==> config.mk <==
export PLATFORM = sky130hd
export DESIGN_NAME = uart_rx_fifo
export DESIGN_NICKNAME = d
export VERILOG_FILES = /design/src/rtl/uart_rx_fifo.sv
export SDC_FILE = /design/constraint.sdc
export NUM_CORES = 1
export LEC_CHECK = 0
export BUFFER_PORTS_ARGS = -buffer_cell sky130_fd_sc_hd__clkbuf_2
export CELL_PAD_IN_SITES_DETAIL_PLACEMENT = 0
export CELL_PAD_IN_SITES_GLOBAL_PLACEMENT = 1
export CORE_ASPECT_RATIO = 0.75
export CORE_UTILIZATION = 53
export CTS_BUF_LIST = sky130_fd_sc_hd__clkbuf_4
export DETAILED_ROUTE_END_ITERATION = 7
export PLACE_DENSITY = 0.87
export SLEW_MARGIN = 20
export SYNTH_ARGS = -nofsm -noshare
export SYNTH_HDL_FRONTEND = slang
export SYNTH_SLANG_ARGS = --single-unit
==> constraint.sdc <==
create_clock -name clk_i -period 3.37 [get_ports clk_i]
set_clock_uncertainty 0.1 [all_clocks]
set_input_delay 0.5055 -clock clk_i [delete_from_list [all_inputs] [get_ports clk_i]]
set_output_delay 0.5055 -clock clk_i [all_outputs]
set_load 0.005 [all_outputs]
==> src/rtl/uart_rx_fifo.sv <==
// uart_rx_fifo: receive-side character buffer between the UART receiver and the bus.
// A DEPTH-entry circular FIFO that never back-pressures the receiver. Characters
// arriving while the FIFO is full are dropped, and the sticky ovf_o flag records it.
// Optional feature: define UART_RX_FIFO_TIMEOUT_EN to build the idle-timeout
// counter behind tmo_o. Without it, tmo_o is tied 0 and cfg_timeout_i is ignored.
module uart_rx_fifo #(
  parameter  int unsigned DEPTH = 16,
  localparam int unsigned LW    = $clog2(DEPTH + 1)
) (
  input  logic          clk_i,
  input  logic          rstn_i,
  input  logic          clr_i,
  input  logic [7:0]    in_data_i,
  input  logic          in_valid_i,
  output logic          in_ready_o,
  output logic [7:0]    out_data_o,
  output logic          out_valid_o,
  input  logic          out_ready_i,
  output logic [LW-1:0] level_o,
  input  logic [LW-1:0] thresh_i,
  output logic          irq_thresh_o,
  output logic          ovf_o,
  input  logic          ovf_clr_i,
  input  logic [15:0]   cfg_timeout_i,
  output logic          tmo_o
);

  localparam int unsigned PW = (DEPTH > 1) ? $clog2(DEPTH) : 1;

  logic [7:0]    mem_q [DEPTH];
  logic [PW-1:0] wr_ptr_q, wr_ptr_d;
  logic [PW-1:0] rd_ptr_q, rd_ptr_d;
  logic [LW-1:0] cnt_q, cnt_d;
  logic          rdy_q;
  logic          ovf_q, ovf_d;
  logic          full, push, pop, drop;

  assign full  = (cnt_q == LW'(DEPTH));
  assign pop   = out_valid_o & out_ready_i;
  // A pop in the same cycle frees the slot, so a full FIFO still accepts.
  assign push  = in_valid_i & in_ready_o & (~full | pop);
  assign drop  = in_valid_i & in_ready_o & full & ~pop;

  assign in_ready_o   = rdy_q;
  assign out_valid_o  = (cnt_q != '0);
  assign out_data_o   = out_valid_o ? mem_q[rd_ptr_q] : 8'h00;
  assign level_o      = cnt_q;
  assign irq_thresh_o = (thresh_i != '0) && (cnt_q >= thresh_i);
  assign ovf_o        = ovf_q;

  // Next-state for pointers, count and overflow flag; clr_i overrides everything.
  always_comb begin
    wr_ptr_d = wr_ptr_q;
    rd_ptr_d = rd_ptr_q;
    cnt_d    = cnt_q;
    ovf_d    = ovf_q;
    if (clr_i) begin
      wr_ptr_d = '0;
      rd_ptr_d = '0;
      cnt_d    = '0;
      ovf_d    = 1'b0;
    end else begin
      if (push) wr_ptr_d = wr_ptr_q + 1'b1;
      if (pop)  rd_ptr_d = rd_ptr_q + 1'b1;
      if (push && !pop)      cnt_d = cnt_q + 1'b1;
      else if (pop && !push) cnt_d = cnt_q - 1'b1;
      // Set wins over clear when a drop coincides with ovf_clr_i.
      if (drop)           ovf_d = 1'b1;
      else if (ovf_clr_i) ovf_d = 1'b0;
    end
  end

  // Control state registers.
  always_ff @(posedge clk_i or negedge rstn_i) begin
    if (!rstn_i) begin
      wr_ptr_q <= '0;
      rd_ptr_q <= '0;
      cnt_q    <= '0;
      ovf_q    <= 1'b0;
      rdy_q    <= 1'b0;
    end else begin
      wr_ptr_q <= wr_ptr_d;
      rd_ptr_q <= rd_ptr_d;
      cnt_q    <= cnt_d;
      ovf_q    <= ovf_d;
      rdy_q    <= 1'b1;
    end
  end

  // Storage array write; contents are deliberately not reset.
  always_ff @(posedge clk_i) begin
    if (push && !clr_i) mem_q[wr_ptr_q] <= in_data_i;
  end

`ifdef UART_RX_FIFO_TIMEOUT_EN
  logic [15:0] idle_q, idle_d;
  logic        tmo_q, tmo_d;

  // Idle counter restarts on any activity or when the FIFO is empty; saturates.
  always_comb begin
    idle_d = idle_q;
    tmo_d  = tmo_q;
    if (clr_i || push || pop || (cnt_q == '0)) idle_d = '0;
    else if (idle_q != 16'hFFFF)               idle_d = idle_q + 16'd1;
    if (clr_i || pop) tmo_d = 1'b0;
    else if ((cfg_timeout_i != 16'd0) && (idle_q == cfg_timeout_i)) tmo_d = 1'b1;
  end

  // Timeout state registers.
  always_ff @(posedge clk_i or negedge rstn_i) begin
    if (!rstn_i) begin
      idle_q <= '0;
      tmo_q  <= 1'b0;
    end else begin
      idle_q <= idle_d;
      tmo_q  <= tmo_d;
    end
  end

  assign tmo_o = tmo_q;
`else
  logic unused_cfg;
  assign unused_cfg = ^cfg_timeout_i;
  assign tmo_o      = 1'b0;
`endif

endmodule

Yosys cells after proc, flatten, opt, wreduce, memory -nomap -nowiden
Memory sizes are Yosys's and may differ from the RTL's.
Cells that the tools add are included.
{"block": "totals", "mem_count": 1, "ff_bits": 15, "inputBits": 35, "ram_bits": 128, "out_inout_bits": 18}
{"memory": "mem_q", "depth": 16, "word_bits": 8, "rd": 1, "rd_ports_with_merged_regs": 0, "write_ports": 1, "line": "30", "rtl": "logic [7:0] mem_q [DEPTH];"}
{"block": "op_classes", "n_lt_le_gt_ge": 1, "mux": 13, "add_sub_neg": 4, "n_eq_ne": 1, "reduce_logical": 13, "bitwise_logic": 8}
{"op": "two-way mux 4 bit", "n": 4}
{"op": "two-way mux 5 bit", "n": 3}
{"op": "nonzero test 5 bit", "n": 2}
{"op": "adder 4 x 1 -> 4 bit (second input constant)", "n": 2}
{"op": "two-way mux 8 bit", "n": 1}
{"op": "nonzero test 3 bit", "n": 2}
{"op": "adder 5 x 1 -> 5 bit (second input constant)", "n": 1}
{"op": "AND 1 bit", "n": 5}
{"op": "== test 5 bit (second input constant)", "n": 1}
{"op": ">= comparator 5 bit", "n": 1}
{"op": "two-way mux 1 bit", "n": 5}
{"op": "subtractor 5 x 1 -> 5 bit (second input constant)", "n": 1}
{"op": "logical AND 1 bit", "n": 4}
{"op": "nonzero test 2 bit", "n": 2}
{"op": "logical NOT 1 bit", "n": 3}
{"op": "inverter 1 bit", "n": 2}
{"op": "OR 1 bit", "n": 1}

Longest topological paths before layout
Gate-level depths: netlist of run 1.
{"block": "logic_depth", "word_depth": 9, "ltp_mapped": 9, "depth_no_buf": 8}

Worst setup path after synthesis of run 1
Ideal clock, no wire load.
{"block": "synth_path", "kind": "register -> register", "start": "reg cnt_q[0] (netlist: level_o[0])", "end": "reg cnt_q[2] (netlist: level_o[2])", "setup_slack_ps": 752, "required_ps": 3142, "synth_period_minus_slack_ps": 2618, "setup_ps": 128, "path_stages_with_launch": 9, "arrival_ps": 2390, "path_cell_list": "dfrtp_1 or4_1 buf_4 o21ai_2 nand2_1 fa_1 xnor2_1 nor2_1 mux2_1"}
{"block": "synth_via", "elab_chain_len": 7}
{"element": "start, declared", "line": "33", "rtl": "logic [LW-1:0] cnt_q, cnt_d;"}
{"element": "start signal, assigned", "line": "84", "rtl": "cnt_q <= cnt_d;"}
{"element": "branches (longest 7 deep; another with subtractor 5 x 1 -> 5 bit)"}
Parallel ways; which one is timed is not known. The select of a mux whose other input is x is not followed.
A chain may end at the register's enable or synchronous reset.

Worst setup path in the final report of run 1
{"block": "layout_path", "start": "reg rd_ptr_q[3]", "end": "out out_data_o[4]"}
{"block": "layout_via", "elab_chain_len": 2}
{"element": "start, declared", "line": "32", "rtl": "logic [PW-1:0] rd_ptr_q, rd_ptr_d;"}
{"element": "start signal, assigned", "line": "83", "rtl": "rd_ptr_q <= rd_ptr_d;"}
{"element": "memory read (16 x 8 bit)"}
{"element": "two-way mux 8 bit", "line": "46", "rtl": "assign out_data_o = out_valid_o ? mem_q[rd_ptr_q] : 8'h00;"}
{"element": "end, declared", "line": "16", "rtl": "output logic [7:0] out_data_o,"}
No other way between the ends.

==> key figures, run 1 <==
Run status
  • Outcome: complete, but fails checks
  • Failing checks: design-rule violations

STA
  • Final WS setup: 0.200 ns
  • Clock period minus final worst setup slack: 3.17 ns
  • Pin slew with the least headroom to its limit: 0.838 ns
  • Slew Viols, Final: 0
  • RSZ-0062 raised after global routing: no
  • Final setup violation count: 0
  • TNS Setup: 0 ns
  • Tcrit/Tclk final: 94.1%
  • Final Hold Viols: 0
  • Rel. slew slack: 44.0%
  • Max Fclk: 315 MHz
  • Hold WS: 0.152 ns

Routing
  • Post-DR vias/cell: 6.06
  • DR WL/cell: 22.1 µm
  • First DRT Iteration DRCs: 279
  • Pre-Repair DR Iteration Count: 7
  • Drc violations: 8
  • Vias: 3269
  • Antenna-violating nets left: 0
  • Final wirelength: 11900 µm

GRT
  • GR Util All Layers: 21.8%
  • Aggregate global routing overflow: 0
  • Vias in the first global route: 3160
  • First-pass GRT wire length: 18100 µm
  • Largest net degree at the start of global routing: 25
  • Initial antenna violation count: 0

Clocking
  • CTS tree: built
  • Clock latency on the worst-skew pair: 0.51 ns
  • Setup bufs post-CTS: 0
  • CTS root buf: clkbuf_4
  • CTS Buffer Depth: 2
  • Clock transition at the registers of the reported paths: 0.11 ns
  • CTS Buf Count: 17
  • H-tree Lvls: 4
  • Sink Count: 143

Synthesis
  • Synth warn: 0
  • Avg Cell Area, Syn: 17.8 µm²
  • Register area share after synthesis: 69.7%
  • EDFF count, synth: 128
  • Post-synthesis cell type count: 43
  • Largest cells by area after synthesis: edfxtp_1 (63%), mux4_2 (12%), dfrtp_1 (6.2%), ha_1 (2.9%), a211oi_1 (2.0%)
  • Yosys top cell area share: 63.5%
  • Synth area leader: edfxtp_1
  • Top cells by count, synth: edfxtp_1 (128), mux4_2 (32), nor2_1 (27)
  • Ys async rst share: 10.5%
  • Mapped Area: 0.00605 mm²
  • Cells after Synth: 341
  • Synthesized netlist net count: 391
  • Count leader, synth: edfxtp_1
  • Top_reg_cell synth: edfxtp_1
  • Synth Register Bits: 143

Setup path
  • CP Launch Type: flop
  • Worst EP arrival: 2.56 ns
  • Critical path class: flop to output port
  • CP Data Required Time: 2.76 ns
  • CP Max Fanout: 14
  • Element type at the critical path end: output port

Placed design
  • Post-DP HPWL: 7880 µm
  • Placement Setup Slack: 0.485 ns
  • Placed inst area: 0.00639 mm²
  • Number of buffers added on ports: 35
  • RD Place Congestion: 0.781

Run
  • # Max-Cap Violations: 0

Power
  • Worst-case vdd ir drop: 0.385 mV
  • Lkg Pwr: 2.28 nW
  • Pwr per Cell Area: 636 mW/mm²

Cells and area
  • Final instance area: 0.00674 mm²
  • Final-layout fill cell count: 786
  • Area growth syn-to-layout: 11.3%
  • Layout cell share with drive strength beyond 1: 27.8%
  • N_diodes: 0
  • Nets: 436

Die
  • DIE HEIGHT: 94.6 µm
  • Row count: 33
  • Initial Utilization: 54.9%
  • Core Area: 0.0110 mm²
  • Die Wd: 125 µm
  • # IOs: 53
  • Full die area: 0.0119 mm²

Min path
  • Worst min path class: input pin to flop
-- layer usage --
| layer | up-vias | track usage, % | wire length (µm) | share of wire, % |
|---|---|---|---|---|
| li1 | 1443 | - | - | - |
| met1 | 1647 | 31.5 | 5330 | 45 |
| met2 | 166 | 33.2 | 5500 | 46 |
| met3 | 13 | 5.16 | 934 | 7.8 |
| met4 | 0 | 6.91 | 127 | 1.1 |
| met5 | - | 0 | 0 | 0 |
-- cells by family after synthesis --
logic type	synth area share (%)
AO/OA/AOI/OAI	4.34
XOR/XNOR	0.868
adder cells (fa/ha/maj)	3.22
buffers and inverters	1.88
flip-flops	69.7
multiplexers	14.5
other	0.124
AND/OR/NAND/NOR	5.41
-- placed cells by master (no fill, tap or decap), types with 2 or more instances in the layout --
| cell type | synthesis | routed |
|---|---|---|
| a211oi_1 | 16 | 16 |
| a21oi_1 | 7 | 7 |
| and2_1 | 2 | 2 |
| and3_1 | 2 | 2 |
| buf_4 | 2 | 8 |
| bufinv_16 | 0 | 5 |
| clkbuf_2 | 0 | 35 |
| clkbuf_4 | 0 | 20 |
| clkinv_1 | 0 | 3 |
| clkinv_4 | 0 | 2 |
| conb_1 | 2 | 2 |
| dfrtp_1 | 15 | 14 |
| edfxtp_1 | 128 | 128 |
| ha_1 | 14 | 14 |
| inv_1 | 8 | 8 |
| mux2_1 | 3 | 3 |
| mux2i_1 | 11 | 11 |
| mux4_2 | 32 | 32 |
| nand2_1 | 7 | 7 |
| nand2b_1 | 5 | 5 |
| nand3_1 | 3 | 3 |
| nor2_1 | 27 | 27 |
| nor2b_1 | 11 | 11 |
| o211ai_1 | 4 | 4 |
| or4_1 | 2 | 2 |
| xnor2_1 | 2 | 2 |
| xor2_1 | 4 | 4 |
-- registers in the layout, indices dropped and copies added (netlist names) --
register	cells
level_o	5
in_ready_o	1
ovf_o	1
mem_q	128
rd_ptr_q	4
wr_ptr_q	4
-- worst paths after layout --
| kind | end | cells after the start | slack [ns] | from |
|---|---|---|---|---|
| min in group asynchronous | wr_ptr_q[2]$_DFFE_PN0P_ | 2 | 0.34 | rstn_i |
| hold / removal | ovf_o$_DFFE_PN0P_ | 3 | 0.15 | ovf_clr_i |
| setup reg to reg | level_o[4]$_DFFE_PN0P_ | 8 | 0.42 | level_o[1]$_DFFE_PN0P_ |
| setup / recovery | out_data_o[4] | 5 | 0.20 | rd_ptr_q[3]$_DFFE_PN0P_ |
| hold reg to reg | ovf_o$_DFFE_PN0P_ | 2 | 0.46 | ovf_o$_DFFE_PN0P_ |
| max in group asynchronous | rd_ptr_q[1]$_DFFE_PN0P_ | 2 | 2.50 | rstn_i |
-- critical path, cell delays in order, from the launching register on --
cell and delay, ns:
dfrtp_1 0.78, buf_4 0.36, mux4_2 0.34, a211oi_1 0.32, a211oi_1 0.09, clkbuf_2 0.15
-- per-stage QoR --
stage | instances | util (%) | power [mW]
2_1_floorplan | 341 | - | 2.74
3_3_place_gp | 506 | 57.9 | 3.04
3_5_place_dp | 506 | 57.9 | 3.07
4_1_cts | 539 | 61.1 | 4.31
5_1_grt | 539 | 61.1 | 4.48
6_report | 539 | 61.1 | 4.28
-- area by class of cell --
| class | instances | area, µm² | area share (%) |
|---|---|---|---|
| clock buffers | 20 | 150 | 2.23 |
| multi-input cells | 171 | 1720 | 25.5 |
| well taps | 140 | 175 | 2.60 |
| inverters | 9 | 33.8 | 0.501 |
| clock inverters | 12 | 191 | 2.84 |
| flip-flops and latches | 143 | 4220 | 62.7 |
| repair buffers | 44 | 245 | 3.64 |
-- power breakdown --
part / internal, mW / switching [mW]
registers: 1.97 / 0.0932
logic: 0.462 / 0.500
clock network: 0.683 / 0.577
total: 3.12 / 1.17
-- what timing repair did --
action                                  4_1_cts  5_1_grt
endpoints found under the setup margin        0        2
hold buffers                                  1        0
resized for setup                             0        1
endpoints found under the hold margin        15        0
No activity file was read; power rests on OpenSTA's default activity.
==> run 2: changes to the inputs <==
- ABC_AREA: not set -> 1
- CORE_UTILIZATION: 53 -> 50
- PLACE_DENSITY: 0.87 -> not set
- PLACE_DENSITY_LB_ADDON: not set -> 0.3
- SLEW_MARGIN: 20 -> not set
==> run 2 against run 1 <==
Against the previous run: the flow now finishes without violations; synthesized area grew 4.9%; cell count increased by 45%; first-iteration DRC count up 46%; total power grew 9.4%; synthesized cell count up 67%; critical path depth is 2 higher; die area grew 11%; largest power group unchanged; highest routed layer unchanged.
==> key figures, run 2 <==
Run status
  • Outcome: complete, no violations

STA
  • Final Hold Viols: 0
  • Final WS setup: 0.156 ns
  • Tcrit/Tclk final: 95.4%
  • Hold WS: 0.107 ns
  • Clock period minus final worst setup slack: 3.21 ns
  • Slew Viols, Final: 0
  • TNS Setup: 0 ns
  • Rel. slew slack: 40.4%
  • Final setup violation count: 0
  • Max Fclk: 311 MHz
  • RSZ-0062 raised after global routing: no
  • Pin slew with the least headroom to its limit: 0.890 ns

Synthesis
  • Synth Register Bits: 143
  • Avg Cell Area, Syn: 11.1 µm²
  • Top_reg_cell synth: edfxtp_1
  • Cells after Synth: 570
  • Ys async rst share: 10.5%
  • Yosys top cell area share: 60.5%
  • Count leader, synth: nand2_1
  • Post-synthesis cell type count: 34
  • Top cells by count, synth: nand2_1 (165), edfxtp_1 (128), nand3_1 (83)
  • Synth warn: 0
  • Synthesized netlist net count: 620
  • EDFF count, synth: 128
  • Register area share after synthesis: 66.4%
  • Synth area leader: edfxtp_1
  • Mapped Area: 0.00635 mm²
  • Largest cells by area after synthesis: edfxtp_1 (61%), nand2_1 (9.8%), nand3_1 (6.5%), dfrtp_1 (5.9%), ha_1 (2.8%)

Min path
  • Worst min path class: input pin to flop
  • Hold path startpoint: ovf_clr_i
  • Hold endpoint: ovf_o$_DFFE_PN0P_
  • Hold Path Cell Cnt: 4

Placed design
  • Placed Cells: 748
  • RD Place Congestion: 0.819
  • Placed inst area: 0.00664 mm²
  • Number of buffers added on ports: 35
  • Placement Setup Slack: 0.802 ns
  • Post-DP HPWL: 8990 µm

Clocking
  • Post-CTS Resized: 0
  • H-tree Lvls: 4
  • Clock transition at the registers of the reported paths: 0.12 ns
  • CTS Buf Count: 17
  • CTS Hold Buffers Added: 1
  • CTS root buf: clkbuf_4
  • Setup bufs post-CTS: 0
  • Clock latency on the worst-skew pair: 0.54 ns
  • Sink Count: 143
  • CTS tree: built
  • CTS Buffer Depth: 2

Die
  • Initial Utilization: 51.4%
  • Die Wd: 132 µm
  • Full die area: 0.0132 mm²
  • # IOs: 53
  • Row count: 35
  • Core Area: 0.0123 mm²
  • DIE HEIGHT: 99.6 µm

Setup path
  • Reg-to-reg startpoint: level_o[4]$_DFFE_PN0P_
  • Crit path max-delay family: flip-flops
  • Critical path class: flop to output port
  • CP Max Fanout: 25
  • CP Data Required Time: 2.76 ns
  • Cells on worst reg2reg path: 8
  • Most used cell, CP: a21oi_1
  • FF-to-FF setup slack: 0.80 ns
  • Worst EP arrival: 2.61 ns
  • CP max stage delay: 0.76 ns
  • Worst path depth: 7
  • Crit path cell chain: inv_2 -> nand3_1 -> nand2_1 -> a21oi_1 -> o31ai_1 -> a21oi_1 -> clkbuf_2
  • Slowest CP cell: dfrtp_1
  • Crit path buf inv count: 2
  • Reg-to-Reg End: mem_q[10][0]$_DFFE_PP_
  • Element type at the critical path end: output port
  • CP Launch Type: flop

Cells and area
  • Post-route insts no fill: 781
  • Most common cell after layout, fill and taps aside: nand2_1
  • N_diodes: 0
  • Post-layout util: 56.1%
  • Layout cell share with drive strength beyond 1: 13.7%
  • Area growth syn-to-layout: 9.18%
  • Largest register FFs: 128
  • Top reg by flops: mem_q
  • Nets: 652
  • Final instance area: 0.00693 mm²
  • Commonest cells after routing, fill and taps aside: nand2_1 (165), edfxtp_1 (128), nand3_1 (83)

Routing
  • Vias: 4254
  • Drc violations: 0
  • Pre-Repair DR Iteration Count: 5
  • Antenna-violating nets left: 0
  • Final wirelength: 14500 µm
  • First DRT Iteration DRCs: 406
  • DR WL/cell: 18.6 µm
  • Post-DR vias/cell: 5.45

Power
  • Worst-case vdd ir drop: 0.391 mV
  • Pwr per Cell Area: 676 mW/mm²
  • Lkg Pwr: 2.67 nW
  • Total power: 4.69 mW

GRT
  • GR Util All Layers: 23.5%
  • Largest net degree at the start of global routing: 67
  • Vias in the first global route: 3957
  • Aggregate global routing overflow: 0
  • Initial antenna violation count: 0
  • First-pass GRT wire length: 22100 µm

Run
  • # Max-Cap Violations: 0
[run 2: how the worst max path moves through the flow]
stage | start | end | slack, ns
floorplan | level_o[0]$_DFFE_PN0P_ | level_o[4]$_DFFE_PN0P_ | 1.28
global placement | rd_ptr_q[1]$_DFFE_PN0P_ | out_data_o[0] | 0.81
detailed placement | level_o[4]$_DFFE_PN0P_ | mem_q[2][7]$_DFFE_PP_ | 0.80
CTS | rd_ptr_q[1]$_DFFE_PN0P_ | out_data_o[0] | 0.21
finish | rd_ptr_q[1]$_DFFE_PN0P_ | out_data_o[0] | 0.16
global route | rd_ptr_q[1]$_DFFE_PN0P_ | out_data_o[1] | 0.02
[run 2: kinds of logic after synthesis]
logic type,count (synthesis),synth area share [%]
AO/OA/AOI/OAI,58,5.32
XOR/XNOR,4,0.552
adder cells (fa/ha/maj),15,3.07
buffers and inverters,50,3.84
flip-flops,143,66.4
other,2,0.118
AND/OR/NAND/NOR,298,20.7
[run 2: layout make-up]
class,count,area (µm²)
clock buffers,22,165
clock inverters,10,121
fillers,1077,5420
inverters,23,91.3
multi-input cells,377,1890
flip-flops and latches,143,4220
well taps,166,208
repair buffers,40,240
[run 2: worst min-delay path: stages]
cell	delay, ns
clkbuf_2	0.07
inv_1	0.03
nand2_1	0.04
a21oi_1	0.06
[run 2: layer usage]
layer	track usage, %	share of wire [%]	routed length [µm]	vias to the layer above
li1	-	-	-	2046
met2	35.0	45	6540	133
met5	0	0	0	-
met3	3.98	6.0	877	24
met4	9.57	2.0	295	0
met1	34.4	47	6800	2051
[run 2: report_power, final]
group	switching [mW]	internal, mW	total [mW]
Sequential	0.0922	1.97	2.06
Clock	0.568	0.544	1.11
Combinational	1.01	0.503	1.51
Total	1.67	3.02	4.69
==> run 3: changes to the inputs <==
- ABC_AREA: 1 -> not set
- CORE_UTILIZATION: 50 -> 53
==> run 3 against run 2 <==
Against the previous run: the run now ends with design-rule violations left; worst hold slack gained 0.013 ns; core utilization grew 4.7 points; global-route usage shrank 1.2 points; maximum frequency grew 1.0%; worst setup slack better by 0.032 ns; register-to-register slack got worse by 0.22 ns.
==> key figures, run 3 (synthesis gave the netlist of run 1 again) <==
STA
  • Final WS setup: 0.189 ns
  • Slew Viols, Final: 0
  • TNS Setup: 0 ns
  • Final setup violation count: 0
  • Hold WS: 0.120 ns
  • RSZ-0062 raised after global routing: no
  • Rel. slew slack: 33.5%
  • Final Hold Viols: 0
  • Pin slew with the least headroom to its limit: 0.994 ns
  • Clock period minus final worst setup slack: 3.18 ns
  • Max Fclk: 314 MHz
  • Tcrit/Tclk final: 94.4%

Clocking
  • CTS root buf: clkbuf_4
  • CTS tree: built
  • Setup bufs post-CTS: 0
  • Sink Count: 143
  • CTS Buffer Depth: 2
  • Clock transition at the registers of the reported paths: 0.12 ns
  • H-tree Lvls: 4
  • Clock latency on the worst-skew pair: 0.53 ns
  • CTS Buf Count: 17

Die
  • DIE HEIGHT: 94.6 µm
  • Row count: 33
  • Initial Utilization: 54.9%
  • Die Wd: 125 µm
  • Full die area: 0.0119 mm²
  • # IOs: 53
  • Core Area: 0.0110 mm²

Cells and area
  • Layout cell share with drive strength beyond 1: 29.9%
  • Area growth syn-to-layout: 10.8%
  • Most common cell after layout, fill and taps aside: edfxtp_1
  • N_diodes: 0
  • Largest register FFs: 128
  • Commonest cells after routing, fill and taps aside: edfxtp_1 (128), clkbuf_2 (35), mux4_2 (32)
  • Final instance area: 0.00671 mm²
  • Nets: 445
  • Top reg by flops: mem_q

Power
  • Total power: 3.92 mW
  • Sw frac: 30.3%
  • Worst-case vdd ir drop: 0.445 mV
  • Internal Pwr Total: 2.73 mW
  • Clk network pwr share: 22.9%
  • Comb power frac: 24.4%
  • Lkg Pwr: 2.27 nW
  • Sequential Power Share: 52.7%
  • Pwr per Cell Area: 584 mW/mm²
  • Switching pwr: 1.19 mW

Placed design
  • Post-DP HPWL: 7940 µm
  • RD Place Congestion: 0.769
  • Number of buffers added on ports: 35
  • Placed inst area: 0.00647 mm²
  • Placement Setup Slack: 0.588 ns

Routing
  • Final wirelength: 11900 µm
  • Metal3 WL: 905 µm
  • Antenna-violating nets left: 0
  • Drc violations: 5
  • Pre-Repair DR Iteration Count: 7
  • Post-DR vias/cell: 5.82
  • Met2 wire length: 5700 µm
  • Top Metal Used: met4
  • DR WL/cell: 21.7 µm
  • Vias: 3188
  • First DRT Iteration DRCs: 248
  • Met1 wire length: 5160 µm

GRT
  • Largest net degree at the start of global routing: 36
  • Vias in the first global route: 3359
  • Initial antenna violation count: 0
  • First-pass GRT wire length: 18600 µm
  • Aggregate global routing overflow: 0
  • GR Util All Layers: 22.3%

Setup path
  • CP Max Fanout: 17
  • CP Launch Type: flop
  • CP Data Required Time: 2.76 ns
  • Cells on worst reg2reg path: 8
  • Worst EP arrival: 2.58 ns
  • Critical path class: flop to output port
  • Element type at the critical path end: output port

Min path
  • Worst min path class: input pin to flop
  • Hold Path Cell Cnt: 3

Run
  • # Max-Cap Violations: 0

Run status
  • Failing checks: design-rule violations
  • Outcome: complete, but fails checks
run 3: cell count changes in the layout (fill, tap and decap cells not counted), moves of 14 or more:
cell      before  now
nand2_1      165    7
nand3_1       83    3
mux4_2         0   32
a21oi_1       30    7
a211oi_1       1   15
buf_4          2   16
run 3: stage by stage:
stage | std cells | util (%)
2_1_floorplan | 341 | -
3_3_place_gp | 515 | 58.7
3_5_place_dp | 515 | 58.7
4_1_cts | 548 | 60.8
5_1_grt | 548 | 60.9
6_report | 548 | 60.9
run 3: worst max-delay path, stage by stage, from the launching register on:
cell,delay (ns)
dfrtp_4,0.64
mux4_2,0.54
nor2b_1,0.15
a211oi_1,0.43
a211oi_1,0.11
clkbuf_2,0.16
run 3: cell type report:
type	count	area (µm²)
clock buffer	17	128
inverter	9	33.8
clock inverter	15	98.8
multi-input combinational	171	1730
fill	831	4310
tap	140	175
sequential	143	4220
timing repair buffer	53	325
run 3: per-layer routing:
| metal | track usage (%) | up-vias |
|---|---|---|
| li1 | - | 1461 |
| met1 | 30.3 | 1610 |
| met2 | 35.1 | 105 |
| met3 | 6.18 | 12 |
| met4 | 7.93 | 0 |
| met5 | 0 | - |
run 3: power groups by stage:
stage               Clock (mW)  Sequential (mW)  Combinational, mW
finish                   0.898             2.06              0.956
global placement             0             2.10              0.950
global route             0.992             2.08               1.06
detailed placement           0             2.11              0.962
CTS                      0.921             2.07              0.967
floorplan                    0             2.05              0.686
run 3: final timing paths:
| kind | startpoint | endpoint | slack (ns) |
|---|---|---|---|
| worst max-delay path | rd_ptr_q[1]$_DFFE_PN0P_ | out_data_o[6] | 0.19 |
| worst min-delay path | ovf_clr_i | ovf_o$_DFFE_PN0P_ | 0.12 |
| worst max register to register | level_o[1]$_DFFE_PN0P_ | level_o[4]$_DFFE_PN0P_ | 0.58 |
| worst min register to register | ovf_o$_DFFE_PN0P_ | ovf_o$_DFFE_PN0P_ | 0.46 |
| max in group asynchronous | rstn_i | rd_ptr_q[1]$_DFFE_PN0P_ | 2.51 |
| min in group asynchronous | rstn_i | level_o[2]$_DFFE_PN0P_ | 0.34 |
run 3: timing repair:
action / in CTS / in global routing
hold buffers: 1 / 0
hold endpoints to repair: 15 / 0
gates resized for setup: 1 / 1
endpoints found under the setup margin: 2 / 1
